==> src/rtl/aha_sram_arb_pkg.sv <==
// Shared types and constants for the two-port SRAM arbiter.
package aha_sram_arb_pkg;
  typedef enum logic {ST_INIT = 1'b0, ST_RUN = 1'b1} state_t;

  localparam int DEF_AW = 12;
  localparam int DEF_DW = 64;

  localparam int P_CPU = 0;
  localparam int P_DMA = 1;
endpackage

==> src/rtl/aha_rr_arb2.sv <==
// 2-way round-robin grant: a lone requester always wins; on a tie the port
// that did not win last time is granted. Nothing is granted unless advance=1.
module aha_rr_arb2
  import aha_sram_arb_pkg::*;
(
  input  logic [1:0] req,
  input  logic       last_grant,
  input  logic       advance,
  output logic [1:0] grant
);
  always_comb begin
    grant = '0;
    if (advance) begin
      if (req[P_CPU] && req[P_DMA]) begin
        if (last_grant) grant[P_CPU] = 1'b1;
        else            grant[P_DMA] = 1'b1;
      end else begin
        grant = req;
      end
    end
  end
endmodule

==> src/rtl/aha_sram_arbiter.sv <==
// CPU/DMA round-robin sequencer for one single-port SRAM macro.
// Define AHA_SRAM_ARB_INIT_EN to add the post-reset INIT_VALUE sweep.
module aha_sram_arbiter
  import aha_sram_arb_pkg::*;
#(
  parameter int ADDR_WIDTH = DEF_AW,
  parameter int DATA_WIDTH = DEF_DW,
  parameter     INIT_VALUE = 64'h0,
  localparam int STRB_WIDTH = DATA_WIDTH / 8
) (
  input  logic                             CLK,
  input  logic                             RESETn,
  output logic                             init_done,
  input  logic [1:0]                       rq_valid,
  output logic [1:0]                       rq_ready,
  input  logic [1:0]                       rq_write,
  input  logic [1:0][ADDR_WIDTH-1:0]       rq_addr,
  input  logic [1:0][DATA_WIDTH-1:0]       rq_wdata,
  input  logic [1:0][STRB_WIDTH-1:0]       rq_wstrb,
  output logic [1:0]                       rs_valid,
  output logic [DATA_WIDTH-1:0]            rs_rdata,
  output logic                             sram_cen,
  output logic [STRB_WIDTH-1:0]            sram_wen,
  output logic [ADDR_WIDTH-1:0]            sram_a,
  output logic [DATA_WIDTH-1:0]            sram_d,
  input  logic [DATA_WIDTH-1:0]            sram_q
);
  if ($bits(INIT_VALUE) != DATA_WIDTH) begin : g_init_w_chk
    $error("INIT_VALUE width must equal DATA_WIDTH");
  end

  logic                  run;
  logic [1:0]            grant;
  logic                  last_grant;
  logic                  win;
  logic [ADDR_WIDTH-1:0] a_q;
  logic [DATA_WIDTH-1:0] d_q;

`ifdef AHA_SRAM_ARB_INIT_EN
  state_t                state, state_nxt;
  logic [ADDR_WIDTH-1:0] cnt, cnt_nxt;
  logic                  sweep;

  always_ff @(posedge CLK or negedge RESETn) begin
    if (!RESETn) begin
      state <= ST_INIT;
      cnt   <= '0;
    end else begin
      state <= state_nxt;
      cnt   <= cnt_nxt;
    end
  end

  // Counter stops at the top address; the FSM leaves INIT the cycle after.
  always_comb begin
    state_nxt = state;
    cnt_nxt   = cnt;
    if (state == ST_INIT) begin
      if (&cnt) state_nxt = ST_RUN;
      else      cnt_nxt   = cnt + 1'b1;
    end
  end

  assign sweep     = RESETn && (state == ST_INIT);
  assign run       = RESETn && (state == ST_RUN);
  assign init_done = (state == ST_RUN);
`else
  assign run       = RESETn;
  assign init_done = 1'b1;
`endif

  aha_rr_arb2 u_arb (
    .req        (rq_valid),
    .last_grant (last_grant),
    .advance    (run),
    .grant      (grant)
  );

  // A grant is always a handshake: grant only goes to a valid port.
  assign rq_ready = grant;
  assign win      = grant[P_DMA];
  assign rs_rdata = sram_q;

  always_comb begin
    sram_cen = 1'b1;
    sram_wen = '1;
    sram_a   = a_q;
    sram_d   = d_q;
`ifdef AHA_SRAM_ARB_INIT_EN
    if (sweep) begin
      sram_cen = 1'b0;
      sram_wen = '0;
      sram_a   = cnt;
      sram_d   = INIT_VALUE;
    end
`endif
    if (|grant) begin
      sram_cen = 1'b0;
      sram_a   = rq_addr[win];
      if (rq_write[win]) begin
        sram_wen = ~rq_wstrb[win];
        sram_d   = rq_wdata[win];
      end
    end
  end

  // a_q/d_q give the macro address/data bus its hold-when-idle behaviour.
  always_ff @(posedge CLK or negedge RESETn) begin
    if (!RESETn) begin
      last_grant <= 1'b1;
      rs_valid   <= '0;
      a_q        <= '0;
      d_q        <= '0;
    end else begin
      rs_valid <= grant;
      if (|grant) last_grant <= win;
      a_q <= sram_a;
      d_q <= sram_d;
    end
  end
endmodule

==> config.mk <==
export PLATFORM = sky130hd
export DESIGN_NAME = aha_sram_arbiter
export DESIGN_NICKNAME = d
export VERILOG_FILES = /design/src/rtl/aha_sram_arb_pkg.sv /design/src/rtl/aha_rr_arb2.sv /design/src/rtl/aha_sram_arbiter.sv
export SDC_FILE = /design/constraint.sdc
export NUM_CORES = 1
export LEC_CHECK = 0
export CAP_MARGIN = 20
export CORE_AREA = 2 2 153 155
export DETAILED_ROUTE_END_ITERATION = 12
export DIE_AREA = 0 0 155 157
export PLACE_DENSITY = 0.65
export SETUP_SLACK_MARGIN = 0.5
export SLEW_MARGIN = 25
export SYNTH_ARGS = -nofsm -noshare
export SYNTH_HDL_FRONTEND = slang
export SYNTH_SLANG_ARGS = --single-unit
==> constraint.sdc <==
create_clock -name CLK -period 5.4 [get_ports CLK]
set_input_delay 1.08 -clock CLK [delete_from_list [all_inputs] [get_ports CLK]]
set_output_delay 1.08 -clock CLK [all_outputs]
set_load 0.02 [all_outputs]
[Yosys cells after proc, flatten, opt, wreduce, memory -nomap -nowiden]
Cells that the tools add are included.
Operators by class
  order comparisons: 1
  multiplexer cells: 18
  reductions and logical operators: 2
  bitwise logic cells: 1
Operators with widths (count)
  two-way mux 64 bit: 4
  two-way mux 12 bit: 3
  two-way mux 8 bit: 4
  inverter 8 bit: 1
  two-way mux 1 bit: 5
  two-way mux 2 bit: 2
  less-than comparator 1 x 2 -> 1 bit, second input constant: 1
  OR reduction 2 bit: 1
  logical AND 1 bit: 1
Word-level totals
  output and inout bits: 154
  register bits: 79
  logic and storage cells: 26
  input bits: 238

[Logic depth before layout (Yosys ltp)]
Gate-level depths: netlist of the first run.
  word-level depth: 8
  mapped depth: 7
  gate-level depth less buffers: 5

[By module]
Synthesis of the first run repeated with hierarchy kept, for this count alone.
Second synthesis, totals
  cells, all modules: 512
  area total of the unflattened synthesis: 5161.2 µm²
Modules (own cells, without submodules)
  aha_sram_arbiter: area an instance 5139.9 µm², times used 1, cells an instance 507
  aha_rr_arb2: area an instance 21.3 µm², times used 1, cells an instance 5

[Worst setup path after synthesis of the first run]
Ideal clock, no wire load.
  path type: input port to output port
  start point: input port rq_valid[0]
  end point: output port sram_d[10]
  arrival time: 2.253 ns
  cell stages on the path: 7
  setup slack: 2.067 ns
  data required time: 4.320 ns
  buffers on the path: 2
  cell sequence: nand2_1 nand3_2 inv_2 a21boi_1 buf_6 buf_6 mux2_1
Between the ends
  longest elaborated chain between the ends: 7
  elaborated cells between the ends (all ways): 10
  those cells by class: 8 x mux; 2 x reduce/logical
Ends and longest elaborated chain
  from (decl): RTL line aha_sram_arbiter.sv:14  | input logic [1:0] rq_valid,
  logical AND 1 bit *: RTL line aha_rr_arb2.sv:14  | if (req[P_CPU] && req[P_DMA]) begin
  two-way mux 2 bit *: RTL line aha_rr_arb2.sv:14
  two-way mux 2 bit *: RTL line aha_rr_arb2.sv:13  | if (advance) begin
  named net rq_ready[1]: RTL line aha_sram_arbiter.sv:15  | output logic [1:0] rq_ready,
  two-way mux 64 bit (not written as such) or two-way mux 1 bit (tied branches) (2 in a row): RTL line aha_sram_arbiter.sv:102, aha_sram_arbiter.sv:100
  two-way mux 64 bit: RTL line aha_sram_arbiter.sv:100  | if (rq_write[win]) begin
  two-way mux 64 bit *: RTL line aha_sram_arbiter.sv:97  | if (|grant) begin
  to (decl): RTL line aha_sram_arbiter.sv:25  | output logic [DATA_WIDTH-1:0] sram_d,
The timed path passes the listed nets; every way through them passes the cells marked *. The select of a mux whose other input is x is not followed.

[Worst setup path in the final report of the first run]
  start point: input port rq_valid[0]
  end point: output port sram_d[13]
Between the ends
  longest elaborated chain between the ends: 7
  elaborated cells between the ends (all ways): 10
  those cells by class: 8 x mux; 2 x reduce/logical
Ends and longest elaborated chain (RTL line)
  logical AND 1 bit: aha_rr_arb2.sv:14
  two-way mux 2 bit *: aha_rr_arb2.sv:14
  two-way mux 2 bit *: aha_rr_arb2.sv:13
  two-way mux 64 bit (not written as such) or two-way mux 1 bit (tied branches) (2 in a row): aha_sram_arbiter.sv:102, aha_sram_arbiter.sv:100
  two-way mux 64 bit: aha_sram_arbiter.sv:100
  two-way mux 64 bit *: aha_sram_arbiter.sv:97
Mark *: on every way between the ends. The rest lies on a longest branch, timed or not. The select of a mux whose other input is x is not followed.

==> impl_results.md, run 1 <==
* Core area at about 23000 sq um
* FMAX at between 200 and 250 MHz
* Worst EP arrival at 3.56 ns
* DIE HEIGHT at about 160 um
* EDFF count, synth at 0
* Clock share of power at 0.295
* Sw power at approximately 700 uW
* Final GP Congestion at approximately 0.7
* FF-to-FF path depth at 5
* Delay-heaviest family, CP: buffers and inverters
* Row Count at 55
* Crit path kind: input port to primary output
* Clock Tree Buf Depth at 2
* # IOs at just under 400
* Critical Path Fanout Max at 35
* Synth Flop Type: dfrtp_1
* Flop pwr share at 0.319
* R2r setup slk at approximately 3.4 ns
* Worst setup path end: sram_d[13]
* Largest net degree at the start of global routing at 51
* Internal at 1690 uW
* Clk_lat worst skew at ~0.34 ns
* Synthesized area per cell at roughly 13 sq um
* Unrepaired setup endpoints after global routing: no
* Congestion Overflow GR at 0
* Top-count cell post-synth: dfrtp_1
* Vias in the first global route at between 3000 and 4000
* Synth-to-layout area growth at 60.2%
* Total GRT Usage at 0.104
* CTS resizes at 0
* Post-synth top cells: 78 x dfrtp_1, 66 x buf_4, 64 x mux2_2, 37 x mux2_1, 31 x nand2_1
* Share of cells above drive strength 1 at 0.209
* Diode count at 0
* First-pass GRT wire length at 19200 um
* Asr flop ratio synth at 1.00
* Die width at ~160 um
* Worst vdd ir at ~120 uV
* HPWL after detailed placement at between 9000 and 10000 um
* Critical path data required time at approximately 4.3 ns
* Buffers and inverters on the worst path at 3
* Final WS setup at roughly 0.76 ns
* Worst hold path class: flop to flop
* Clk sink count at between 70 and 80
* Placed Cells at 833
* Final Setup Violations at 0
* Avg Vias per Cell at between 4 and 5
* Final Util at 0.326
* Crit path top cell by count: clkdlybuf4s50_1
* Worst Max-Slew Pin Slew at about 0.59 ns
* Synth warn at 0
* Share of the synthesized area in the top cell type at 0.426
* Hold buffer count at cts at 0
* Slew Limit Fails at 0
* CP startpoint kind: input port
* TritonCTS Buffers at 9
* Register area share after synthesis at 0.431
* Sw Ratio at 0.294
* Die footprint at approximately 24000 sq um
* Cell chain of the critical path: clkdlybuf4s50_1, nand2_1, nand3_4, buf_4, mux2_2, mux2_1, clkdlybuf4s50_1
* Post-place setup slack at 0.730 ns
* Comb power frac at 0.386
* Number of max-cap violations at 0
* Slew margin rel. at 0.605
* DR iter-0 viols at between 80 and 90
* Post-synth cell types at 21
* H-tree levels at 3
* # DRC at 0
* Root Buffer: clkbuf_16
* PwrDens at approximately 330 nW/um^2
* Crit. End Element: primary output
* Status: completed
* Slowest-stage cell, CP: clkdlybuf4s50_1
* Initial antenna violation count at 0
* Max stage delay on crit path at approximately 0.56 ns
* Setup bufs post-CTS at 0
* Leading area contributor after synthesis: dfrtp_1
* Post-synth net total at 600
* Top cells by area, synth: dfrtp_1 43%, mux2_2 16%, buf_4 11%
* Nets@finish at about 800
* Starting Density at 0.204
* Skew final at approximately 0.0069 ns
* Mapped Area at approximately 4600 sq um
* Reg-to-Reg End: d_q[13]
* Final hold vios at 0
* Synth Register Bits at 79
* Final WL at roughly 13000 um
* Post-Synthesis Cells at approximately 360
* Critical Path Stages at 7
* Tmin final at 4.64 ns
* Remaining antenna violation count after routing at 0
* I/O Buffers at between 200 and 300
* Pre-antenna DRT Iters at 4
* RR Startpoint: last_grant
* Cell Count, Final, Fillers Out at ~850
* Routed vias at approximately 3400
* DR WL/cell at 15.2 um
* Final period util at 0.859
* CP Launch Point: rq_valid[0]
* Clk pin slew, worst setup/hold paths at around 0.06 ns
* Final setup TNS at 0 ns
* CTS tree: yes
* Pleak at around 0.0031 uW
-- layer usage --
layer	global-route usage	wire, um
met2	0.188	6670
met3	0.0438	1150
met5	0	0
met4	0.0467	372
met1	0.105	4730
-- worst min path at each step --
stage                from          to  slack [ns]  cells past startpoint
2_1_floorplan  last_grant  last_grant        0.44                      2
3_3_place_gp   last_grant  last_grant        0.46                      2
3_5_place_dp   last_grant  last_grant        0.47                      2
4_1_cts        last_grant  last_grant        0.48                      2
5_1_grt           d_q[21]     d_q[21]        0.50                      1
6_report       last_grant  last_grant        0.48                      2
-- worst reg2reg max path: stages (launching register included) --
cell	delay, ns
dfstp_2	0.53
nand2_1	0.08
nand3_4	0.12
buf_4	0.45
mux2_2	0.42
mux2_1	0.32
-- flip-flops by register name, indices dropped and copies added (netlist names) --
register	cells
rs_valid	2
a_q	12
last_grant	1
d_q	64
-- area by class of cell --
type                       count  area, sq um
inverter                       1         3.75
clock inverter                 5          106
clock buffer                  11          233
multi-input combinational    198         1960
tap                          285          357
sequential                    79         1980
timing repair buffer         270         2710
fill                        2302        15200
-- metrics by stage --
step | total power, uW | instance area [sq um] | hold WS, ns
3_3_place_gp | 1700 | 7010 | 0.456
6_report | 2400 | 7350 | 0.483
2_1_floorplan | 1300 | 4580 | 0.444
5_1_grt | 2530 | 7350 | 0.505
4_1_cts | 2450 | 7350 | 0.479
3_5_place_dp | 1720 | 7010 | 0.468
-- kinds of logic (layout without fill, tap and decap cells) --
group,count (synthesis),in the layout,share of synthesized area
compound gates,22,22,0.0289
flops,79,79,0.431
buf+inv,85,287,0.144
mux,140,140,0.363
other cells,1,1,0.000818
simple gates,35,35,0.0317
-- power by group through the flow --
stage,Combinational (uW),Clock (uW),Sequential (uW)
6_report,926,708,764
5_1_grt,986,763,779
4_1_cts,943,739,767
3_5_place_dp,938,0,778
3_3_place_gp,931,0,771
2_1_floorplan,531,0,766
-- cells in the final DEF, fill, tap and decap left out --
master           netlist  layout
clkdlybuf4s50_1        0     261
a21o_1                 8       8
and3_1                 1       1
inv_2                  1       1
clkbuf_1               2       2
clkinv_4               0       1
clkinvlp_4             0       1
nand3_4                0       1
mux2_4                27      27
buf_4                 66       7
nand2_1               31      31
a21boi_4               0       1
mux2_1                37      37
dfrtp_1               78      78
buf_12                 0       2
o21ai_0                1       1
conb_1                 1       1
o21ai_1               12      12
mux2_2                64      64
bufinv_16              0       3
nand4_1                1       1
mux2i_1               12      12
clkbuf_16              0       9
nand2b_1               1       1
dfstp_2                1       1
No activity file was read; power rests on OpenSTA's default activity.
==> run 2: changes to the inputs <==
SLEW_MARGIN = not set   (was 25)
==> results of run 2 <==
Same layout as run 1: the final DEF is identical, and so are final timing and power.
==> run 3: changes to the inputs <==
SLEW_MARGIN = 20   (was not set)
==> results of run 3 <==
Same layout as run 1: the final DEF is identical, and so are final timing and power.
==> variant, RTL diff (config.mk and constraints of run 1) <==
Set the package constant `DEF_AW` to 11 (it was 12).
--- a/src/rtl/aha_sram_arb_pkg.sv
+++ b/src/rtl/aha_sram_arb_pkg.sv
@@ -2,7 +2,7 @@
 package aha_sram_arb_pkg;
   typedef enum logic {ST_INIT = 1'b0, ST_RUN = 1'b1} state_t;
 
-  localparam int DEF_AW = 12;
+  localparam int DEF_AW = 11;
   localparam int DEF_DW = 64;
 
   localparam int P_CPU = 0;
Interface: changed (resized rq_addr and sram_a); port bits go from 392 to 389. No check against the original RTL was run, so the function may have changed too.
==> variant against run 1 <==
  * Worst setup slack better by 41 ps
  * Core utilization fell by 0.43 points
  * Clock power shrank 13%
  * Sequential power shrank 1%
  * Final area down 1.3%
  * Via count shrank 1.4%
  * Sequential cell count fell by 1
  * Routed wire length increased by 4.1%
  * Synthesized area is essentially flat
  * Power fell by 4.4%
  * Maximum frequency up 0.89%
  * Largest cell class unchanged
==> variant: results (changes against run 1) <==
Worst setup path
  – Setup crit start kind: input pin (unchanged)
  – CP Capture Point: sram_d[1] (was sram_d[13])
  – FF-to-FF path depth: 5 (unchanged)
  – Critical path origin: rq_valid[0] (unchanged)
  – RR Endpoint: d_q[2] (was d_q[13])
  – Crit-path max FO: 27 (was 35)
  – R2R Setup Slk: 3410 ps (was 3350 ps)
  – FF-to-FF Start: last_grant (unchanged)
  – Arrival @ worst endpoint: 3520 ps (was 3560 ps)

Final layout
  – Share of layout cells above drive strength 1: 23.47% (was 20.92%)
  – Fillers: 2281 (was 2302)
  – Ant diodes: 0 (unchanged)
  – Final nets: 786 (was 797)
  – Regs by FF count: d_q: 64 flops, a_q: 11 flops, rs_valid: 2 flops (was d_q: 64 flops, a_q: 12 flops, rs_valid: 2 flops)

CTS
  – Post-CTS Resized: 0 (unchanged)
  – Post-CTS setup buffers: 0 (unchanged)
  – Num CTS Buffers: 9 (unchanged)
  – CTS root buf: clkbuf_16 (unchanged)
  – Clock latency on the worst-skew pair: 340 ps (about the same)
  – CTS H-tree lvls: 3 (unchanged)
  – Clk pin slew, worst setup/hold paths: 60 ps (about the same)
  – Clock Tree Buf Depth: 2 (unchanged)

Yosys
  – Async S/R FF share, synth: 100.0% (unchanged)
  – Sequential fraction of the synthesis area: 42.62% (was 43.15%)
  – Synth unique cells: 20 (was 21)
  – Synth area leaders: dfrtp_1 (42%), mux2_2 (16%), mux2_4 (12%) (was dfrtp_1 (43%), mux2_2 (16%), buf_4 (11%))
  – Synth Flop Type: dfrtp_1 (unchanged)
  – Post-synth top cells: dfrtp_1 (77), buf_4 (70), mux2_2 (66) (was dfrtp_1 (78), buf_4 (66), mux2_2 (64))
  – Post-Syn Nets: 594 (was 600)
  – Yosys warnings: 0 (unchanged)

Placement
  – Dpl hpwl: 10120 um (was 9871 um)
  – Placer's final routability congestion estimate: 0.7018 (was 0.6871)
  – Dpl ws: 793.8 ps (was 729.9 ps)
  – Buffers on Ports: 259 (was 262)

Hold path
  – Hold/Removal Path Class: register to register (unchanged)
  – Worst hold start: last_grant (unchanged)
  – Hold depth: 2 (unchanged)
  – Hold Path End: last_grant (unchanged)

Global route
  – Vias in the first global route: 3606 (was 3659)
  – Tot GR Track Use: 10.88% (was 10.43%)
  – Largest net degree at the start of global routing: 58 (was 51)
  – First-pass GRT wire length: 20150 um (was 19220 um)
  – Antenna violations before repair: 0 (unchanged)

Outcome
  – Run status: complete, no violations (unchanged)

Power and ir drop
  – LEAKAGE: 3.070 nW (was 3.083 nW)
  – Max IR drop VDD: 0.0001003 V (was 0.0001172 V)

Drt
  – Vias per inst: 3.994 (was 4.002)
  – WL per Instance: 16.04 um (was 15.22 um)
  – DR iter-0 viols: 78 (was 82)

Timing
  – Clock Skew: 7.128 ps (was 6.897 ps)
  – Tmin final: 4598 ps (was 4639 ps)
  – Hold Violations, Final: 0 (unchanged)
  – Max_slew headroom: 48.14% (was 60.51%)
variant: metal layers:
layer	vias up	GRT usage [%]	wire, um
met4	0	5.600	398
met5	-	0	0
li1	1550	-	-
met1	1602	12.19	5208
met2	167	18.73	6818
met3	32	3.276	1033
variant: report_power, final:
group	leakage (nW)	total (mW)	switching, mW	internal [mW]
combinational	2.01	0.923	0.412	0.511
clock	0.137	0.615	0.260	0.355
sequential	0.925	0.756	0.0321	0.724
variant: cell families (layout without fill, tap and decap cells):
logic type             after synthesis  in the layout  synth area share (%)
AND/OR/NAND/NOR                     34             34                 3.085
flip-flops                          78             78                 42.62
buffers and inverters               85            281                 14.39
other                                1              1               0.08182
AO/OA/AOI/OAI                       21             21                 2.867
multiplexers                       139            139                 36.96
variant: metrics by stage:
stage | instance area [sq um] | hold slack [ps] | instances | utilization (%)
2_1_floorplan | 4583 | 443.6 | 358 | -
3_3_place_gp | 6959 | 458.6 | 824 | 30.93
3_5_place_dp | 6959 | 464.9 | 824 | 30.93
4_1_cts | 7248 | 482.2 | 839 | 32.21
5_1_grt | 7248 | 498.3 | 839 | 32.21
6_report | 7248 | 477.2 | 839 | 32.21
variant: worst max-delay path, cell delays in order:
cell and delay (ps):
clkdlybuf4s50_1 520, nand2_1 100, nand3_4 110, buf_4 430
mux2_2 390, mux2_1 300, clkdlybuf4s50_1 560
variant: area by class of cell:
cell class	count	area share [%]
repair buffers	265	36.70
multi-input cells	195	27.40
flip-flops and latches	78	26.95
well taps	285	4.920
clock buffers	9	3.107
clock inverters	6	0.8804
inverters	1	0.05179
